### config.mk
export PLATFORM = sky130hd
export DESIGN_NAME = ascii_time_parser
export DESIGN_NICKNAME = d
export VERILOG_FILES = /design/src/rtl/ascii_time_parser.sv
export SDC_FILE = /design/constraint.sdc
export NUM_CORES = 1
export LEC_CHECK = 0
export BUFFER_PORTS_ARGS = -buffer_cell sky130_fd_sc_hd__buf_4
export CELL_PAD_IN_SITES_DETAIL_PLACEMENT = 0
export CELL_PAD_IN_SITES_GLOBAL_PLACEMENT = 2
export CORE_MARGIN = 8
export CORE_UTILIZATION = 44
export CTS_BUF_LIST = sky130_fd_sc_hd__clkbuf_4
export DETAILED_ROUTE_END_ITERATION = 6
export HOLD_SLACK_MARGIN = 0.06
export PLACE_DENSITY_LB_ADDON = 0.1
export REMOVE_ABC_BUFFERS = 1
export SETUP_SLACK_MARGIN = 0.1
export SYNTH_ARGS = -nofsm -noshare
export SYNTH_HDL_FRONTEND = slang
export SYNTH_SLANG_ARGS = --single-unit
### constraint.sdc
create_clock -name clk -period 3.8 [get_ports clk]
set_input_delay 0.19 -clock clk [delete_from_list [all_inputs] [get_ports clk]]
set_output_delay 0.19 -clock clk [all_outputs]
set_load 0.02 [all_outputs]
### src/rtl/ascii_time_parser.sv
// ASCII time-set command parser: 'T' HH MM SS CR -> packed BCD + set strobe.
// Optional byte loopback on echo_data/echo_valid when ASCII_ECHO_EN is defined.
module ascii_time_parser #(
    parameter logic [7:0] HDR_CHAR  = 8'h54,
    parameter logic [7:0] TERM_CHAR = 8'h0D
) (
    input  logic       clk,
    input  logic       rst,
    input  logic [7:0] rx_data,
    input  logic       rx_valid,
    output logic [7:0] hour_bcd,
    output logic [7:0] min_bcd,
    output logic [7:0] sec_bcd,
    output logic       set_valid,
    output logic       parse_err,
    output logic       busy
`ifdef ASCII_ECHO_EN
    ,
    output logic [7:0] echo_data,
    output logic       echo_valid
`endif
);

    typedef enum logic [1:0] {
        IDLE,
        DIGITS,
        TERM
    } state_t;

    state_t      state_q, state_d;
    logic [2:0]  idx_q, idx_d;
    logic [23:0] buf_q, buf_d;
    logic        set_d, err_d;
    logic        is_digit;
    logic        range_ok;

    assign is_digit = (rx_data[7:4] == 4'h3) && (rx_data[3:0] <= 4'd9);

    // Hour 00-23, minutes and seconds 00-59; ones digits are already 0-9.
    assign range_ok = (buf_q[23:20] <= 4'd2) &&
                      !((buf_q[23:20] == 4'd2) && (buf_q[19:16] > 4'd3)) &&
                      (buf_q[15:12] <= 4'd5) &&
                      (buf_q[7:4] <= 4'd5);

    assign busy = (state_q != IDLE);

    // Next-state, digit capture and strobe decisions.
    always_comb begin
        state_d = state_q;
        idx_d   = idx_q;
        buf_d   = buf_q;
        set_d   = 1'b0;
        err_d   = 1'b0;
        if (rx_valid) begin
            unique case (state_q)
                IDLE: begin
                    if (rx_data == HDR_CHAR) begin
                        state_d = DIGITS;
                        idx_d   = 3'd0;
                    end
                end
                DIGITS: begin
                    if (is_digit) begin
                        for (int i = 0; i < 6; i++) begin
                            if (idx_q == i[2:0]) begin
                                buf_d[(5 - i) * 4 +: 4] = rx_data[3:0];
                            end
                        end
                        if (idx_q == 3'd5) begin
                            state_d = TERM;
                        end else begin
                            idx_d = idx_q + 3'd1;
                        end
                    end else if (rx_data == HDR_CHAR) begin
                        idx_d = 3'd0;
                    end else begin
                        err_d   = 1'b1;
                        state_d = IDLE;
                    end
                end
                TERM: begin
                    if (rx_data == TERM_CHAR) begin
                        set_d   = range_ok;
                        err_d   = !range_ok;
                        state_d = IDLE;
                    end else if (rx_data == HDR_CHAR) begin
                        state_d = DIGITS;
                        idx_d   = 3'd0;
                    end else begin
                        err_d   = 1'b1;
                        state_d = IDLE;
                    end
                end
                default: begin
                    state_d = IDLE;
                end
            endcase
        end
    end

    // Parser state, digit buffer, registered strobes and held time.
    always_ff @(posedge clk or negedge rst) begin
        if (!rst) begin
            state_q   <= IDLE;
            idx_q     <= 3'd0;
            buf_q     <= 24'h0;
            set_valid <= 1'b0;
            parse_err <= 1'b0;
            hour_bcd  <= 8'h00;
            min_bcd   <= 8'h00;
            sec_bcd   <= 8'h00;
        end else begin
            state_q   <= state_d;
            idx_q     <= idx_d;
            buf_q     <= buf_d;
            set_valid <= set_d;
            parse_err <= err_d;
            if (set_d) begin
                hour_bcd <= buf_q[23:16];
                min_bcd  <= buf_q[15:8];
                sec_bcd  <= buf_q[7:0];
            end
        end
    end

`ifdef ASCII_ECHO_EN
    // Loop every consumed byte back one cycle later.
    always_ff @(posedge clk or negedge rst) begin
        if (!rst) begin
            echo_data  <= 8'h00;
            echo_valid <= 1'b0;
        end else begin
            echo_valid <= rx_valid;
            if (rx_valid) begin
                echo_data <= rx_data;
            end
        end
    end
`endif

endmodule

Yosys cells after proc, flatten, opt, wreduce, memory -nomap -nowiden
Cells that the tools add are included.
{"block": "op_classes", "shifts": 0, "n_lt_le_gt_ge": 5, "eq_ne": 16, "n_mux": 20, "addsub": 1, "reduce_logical": 19, "n_bitwise": 0, "div": 0, "n_mul": 0}
{"cell": "4-bit AND reduction", "count": 8}
{"cell": "3-bit 2-to-1 mux", "count": 4}
{"cell": "1-bit 2-to-1 mux", "count": 9}
{"cell": "3-bit != test, second input constant", "count": 3}
{"cell": "3-bit one-hot mux with 3 select lines", "count": 1}
{"cell": "4-bit by 2-bit == test with 1-bit output, second input constant", "count": 2}
{"cell": "8-bit by 4-bit == test with 1-bit output, second input constant", "count": 1}
{"cell": "8-bit by 7-bit == test with 1-bit output, second input constant", "count": 1}
{"cell": "4-bit by 3-bit less-or-equal comparator with 1-bit output, second input constant", "count": 2}
{"cell": "2-bit 2-to-1 mux", "count": 4}
{"cell": "3-bit by 2-bit == test with 1-bit output, second input constant", "count": 2}
{"cell": "3-bit == test, second input constant", "count": 2}
{"cell": "2-bit one-hot mux with 3 select lines", "count": 1}
{"cell": "1-bit logical AND", "count": 5}
{"cell": "4-bit by 2-bit greater-than comparator with 1-bit output, second input constant", "count": 1}
{"cell": "4-bit by 2-bit less-or-equal comparator with 1-bit output, second input constant", "count": 1}
{"cell": "4-bit less-or-equal comparator, second input constant", "count": 1}
{"cell": "2-bit != test, second input constant", "count": 2}
{"cell": "3-bit by 1-bit adder with 3-bit output, second input constant", "count": 1}
{"cell": "3-bit by 1-bit == test with 1-bit output, second input constant", "count": 1}
{"cell": "3-bit zero test", "count": 1}
{"cell": "3-bit nonzero test", "count": 1}
{"cell": "2-bit by 1-bit == test with 1-bit output, second input constant", "count": 1}
{"cell": "2-bit == test, second input constant", "count": 1}
{"cell": "other kinds (4)", "count": 5}
{"block": "word_totals", "latch_bits": 0, "out_inout_bits": 27, "word_cells": 74, "rom_bits": 0, "mem_count": 0, "mem_bits_rw": 0, "regBits": 55, "input_bits": 11}

Depth between registers and ports, before layout
{"block": "depth", "ltp_word": 10, "mapped_depth": 6, "depth_no_buf": 6}

Worst setup path after synthesis
Ideal clock, no wire load.
{"block": "synth_path", "kind": "flip-flop to flip-flop", "from": "reg state_q[0]", "to": "reg idx_q[0]", "synth_period_minus_slack_ns": 1.855, "path_buffers": 0, "setup_time_ns": 0.119, "setup_slack_ns": 1.945, "path_stages_with_launch": 7, "t_arrival_ns": 1.735, "t_required_ns": 3.681, "path_cell_list": "dfrtp_1 > inv_1 > ha_1 > and4bb_2 > a311oi_1 > o21ai_0 > a21bo_2"}
{"block": "synth_via", "elab_chain_len": 3, "elab_cells_between_ends": 8, "cone_classes": "eq/ne: 4; mux: 1; reduce/logical: 3"}
{"element": "from (decl)", "line_no": "30", "text": "state_t state_q, state_d;"}
{"element": "from (signal assigned)", "line_no": "113", "text": "state_q <= state_d;"}
{"element": "2-bit by 1-bit == test with 1-bit output, or another cell as far along", "line_no": "55", "text": "unique case (state_q)"}
{"element": "3-bit != test (no line), or another cell as far along"}
{"element": "4-bit AND reduction (no line)"}
{"element": "to (signal assigned)", "line_no": "114", "text": "idx_q <= idx_d;"}
{"element": "to (decl)", "line_no": "31", "text": "logic [2:0] idx_q, idx_d;"}
Parallel ways exist; a longest one is shown, timed or not.
A chain may end at the register's enable or synchronous reset.

Final worst setup path
Ends and elaborated chain as after synthesis.

==> metrics.txt <==
status finished clean; Seq/Total Area, Yosys 0.557; clock network power share 0.224; grt ovf 0; number of synthesized flops with an enable pin 0; I/O pin count 38; placed inst area between 0.002 and 0.003 mm^2; Async SR Flop Fraction 1.00; crit path cell chain inv_1 -> ha_1 -> and4bb_2 -> a311oi_1 -> o21ai_0 -> a21bo_2; Switching Power ~330 uW; Arr. time, crit path 2.46 ns; first-pass GRT wire length approximately 8.3 mm; antenna violations before repair 0; Period minus WS final between 2 and 2.5 ns; Yosys top cell by area dfrtp_1; PD cells around 390 mW/mm^2; post-synth top area share 0.557; CTS Sinks 55; delay-heaviest family, CP compound AO/OA/AOI/OAI gates; WP data required 4.07 ns; Finished Layout Cells about 300; Worst-Margin Slew about 0.70 ns; Top FF cell, synth dfrtp_1; setup slack, reg-to-reg between 1.5 and 2 ns; CTS clock-pin slew for the worst setup and hold paths approximately 0.14 ns; number of gates resized after cts 0; Synth top cells by count 55 x dfrtp_1, 29 x mux2_2, 16 x mux2_1; number of max-cap violations 0; Worst slew margin 0.534; final WL ~5 mm; register bit total from synthesis 55; period utilization 0.576; Die W 91.0 um; complex-gate fraction of the synthesized area 0.0420; DRT Pass-1 Iters 4; CTS buffer count 5; CTS tree done; DRC 0; synth unique cells 36; Starting Density 0.452; Synth Area in Adders 0.0506; CP bufs+invs 1; post-synthesis cell count roughly 180; Site Rows 27; CP Class flop to flop; Worst path slowest cell a311oi_1; ranking of synthesized cells by area dfrtp_1 56%, mux2_2 13%, mux2_1 7.3%, ha_1 5.1%, and4bb_2 1.5%; Setup TNS 0 ns; GRT Total Usage 0.125; placed insts roughly 280; fin nets between 200 and 250; RSZ-0062 raised after global routing no; CTS max path bufs 2; P_leak between 1 and 1.5 nW; die area slightly above 0.008 mm^2; core area around 0.0055 mm^2; Via Count 1543; Post-Syn Area per Cell between 10 and 15 um^2; routed len/inst 17.0 um; total internal power approximately 800 uW; Final Wtd Congestion ~0.88; Tightest Hold Check Type input port to flop; floorplan die height 91.0 um; final hold violation count 0; mux contribution to synthesized area 0.209; maximum number of pins on one net before global-route repair 56; Post-CTS Setup Inserts 0; setup slack after layout approximately 1.6 ns; Worst Clk Skew around 0.018 ns; maximum vdd drop 223 uV; pre-CTS setup slack about 1.7 ns; CTS Root Cell clkbuf_4; final slew viol count 0; yosys warns 0; share of the core filled with cells 0.527; Vias/cell about 5.3; XOR/XNOR Fraction of Synth Area 0; FMAX approximately 0.46 GHz; Inserted Diodes 0; Clock Latency Late Sink between 0.3 and 0.4 ns; sw frac 0.293; register share of total power 0.588; vias in the first global route 1619; antenna-violating nets left 0; Worst setup EP type flop; main combinational cell family by area after synthesis multiplexers; final setup vio count 0; post-synthesis simple-gate area fraction 0.114; drt initial violations slightly below 60; Post-CTS Hold Fix Bufs 1; Slowest Stage Delay on Critical Path around 0.56 ns; Detailed Place HPWL between 3 and 4 mm; Worst Setup Start Kind flop; Port Buffers 37; final instance area just under 0.003 mm^2; combinational share of power 0.188; Synth Cell Area between 0.002 and 0.0025 mm^2; CP max FO 5; top-count cell post-synth dfrtp_1; CTS H-tree depth 2; Layout Area Growth over Synthesis 16.6%; share of layout cells above drive strength 1 0.386
[power by group through the flow]
stage	Combinational, mW	Sequential, mW	Clock, mW
after global placement	0.207	0.669	0
after detailed placement	0.212	0.672	0
after global routing	0.238	0.667	0.287
after CTS	0.214	0.660	0.265
final	0.211	0.660	0.252
after floorplan	0.136	0.666	0
[area by class of cell]
class	instances	area, um^2
Clock buffer	6	45.0
Fill cell	507	2590
Inverter	10	37.5
Tap cell	72	90.1
Timing Repair Buffer	39	295
Sequential cell	55	1380
Clock inverter	2	12.5
Multi-Input combinational cell	108	1030
[metal layers]
metal,up-vias,global-route usage,share of wire
li1,726,-,-
met1,776,0.152,0.45
met2,36,0.209,0.49
met3,5,0.0346,0.049
met4,0,0.0368,0.013
met5,-,0,0
[logic make-up (layout without fill, tap and decap cells)]
logic type / count (synthesis) / in the layout
adder cells (fa/ha/maj): 10 / 10
flip-flops: 55 / 55
AO/OA/AOI/OAI: 14 / 14
multiplexers: 46 / 46
AND/OR/NAND/NOR: 38 / 38
buffers and inverters: 14 / 57
[worst min-delay path, delay by kind of cell]
family / cells / cell delay [ns]
buffers and inverters: 1 / 0.14
and+or+nand+nor: 1 / 0.08
AOI/OAI and AO/OA: 1 / 0.05
[worst paths after layout]
kind | cells after the start | start | end
setup / recovery | 6 | state_q[0] | idx_q[0]
hold / removal | 3 | rx_valid | parse_err
setup reg to reg | 6 | state_q[0] | idx_q[0]
hold reg to reg | 1 | sec_bcd[6] | sec_bcd[6]
max in group asynchronous | 2 | rst | buf_q[15]
min in group asynchronous | 2 | rst | sec_bcd[6]
[metrics by stage]
step / hold slack [ns] / power [mW]
2_1_floorplan: -0.106 / 0.802
3_3_place_gp: 0.269 / 0.875
3_5_place_dp: 0.282 / 0.884
4_1_cts: 0.0876 / 1.14
5_1_grt: 0.0896 / 1.19
6_report: 0.117 / 1.12
[registers in the layout, summed over array words and instances, names as in the netlist]
signal / flops
set_valid: 1
sec_bcd: 8
parse_err: 1
idx_q: 3
state_q: 2
buf_q: 24
hour_bcd: 8
min_bcd: 8
[cells in the final DEF (no fill, tap or decap), types with 2 or more instances in the layout]
master / Yosys / routed
clkbuf_4: 0 / 6
nor3_1: 3 / 3
inv_1: 10 / 10
dfrtp_1: 55 / 55
nor2b_1: 4 / 4
a21oi_1: 2 / 2
a32o_1: 2 / 2
nand3_1: 6 / 6
and4bb_2: 3 / 3
buf_4: 0 / 38
mux2_2: 29 / 29
nor3b_2: 2 / 2
nand2_1: 6 / 6
o21ai_0: 3 / 3
ha_1: 10 / 10
nand4_1: 3 / 3
nor4_1: 2 / 2
mux2_1: 16 / 16
(Power assumes the default switching activity.)
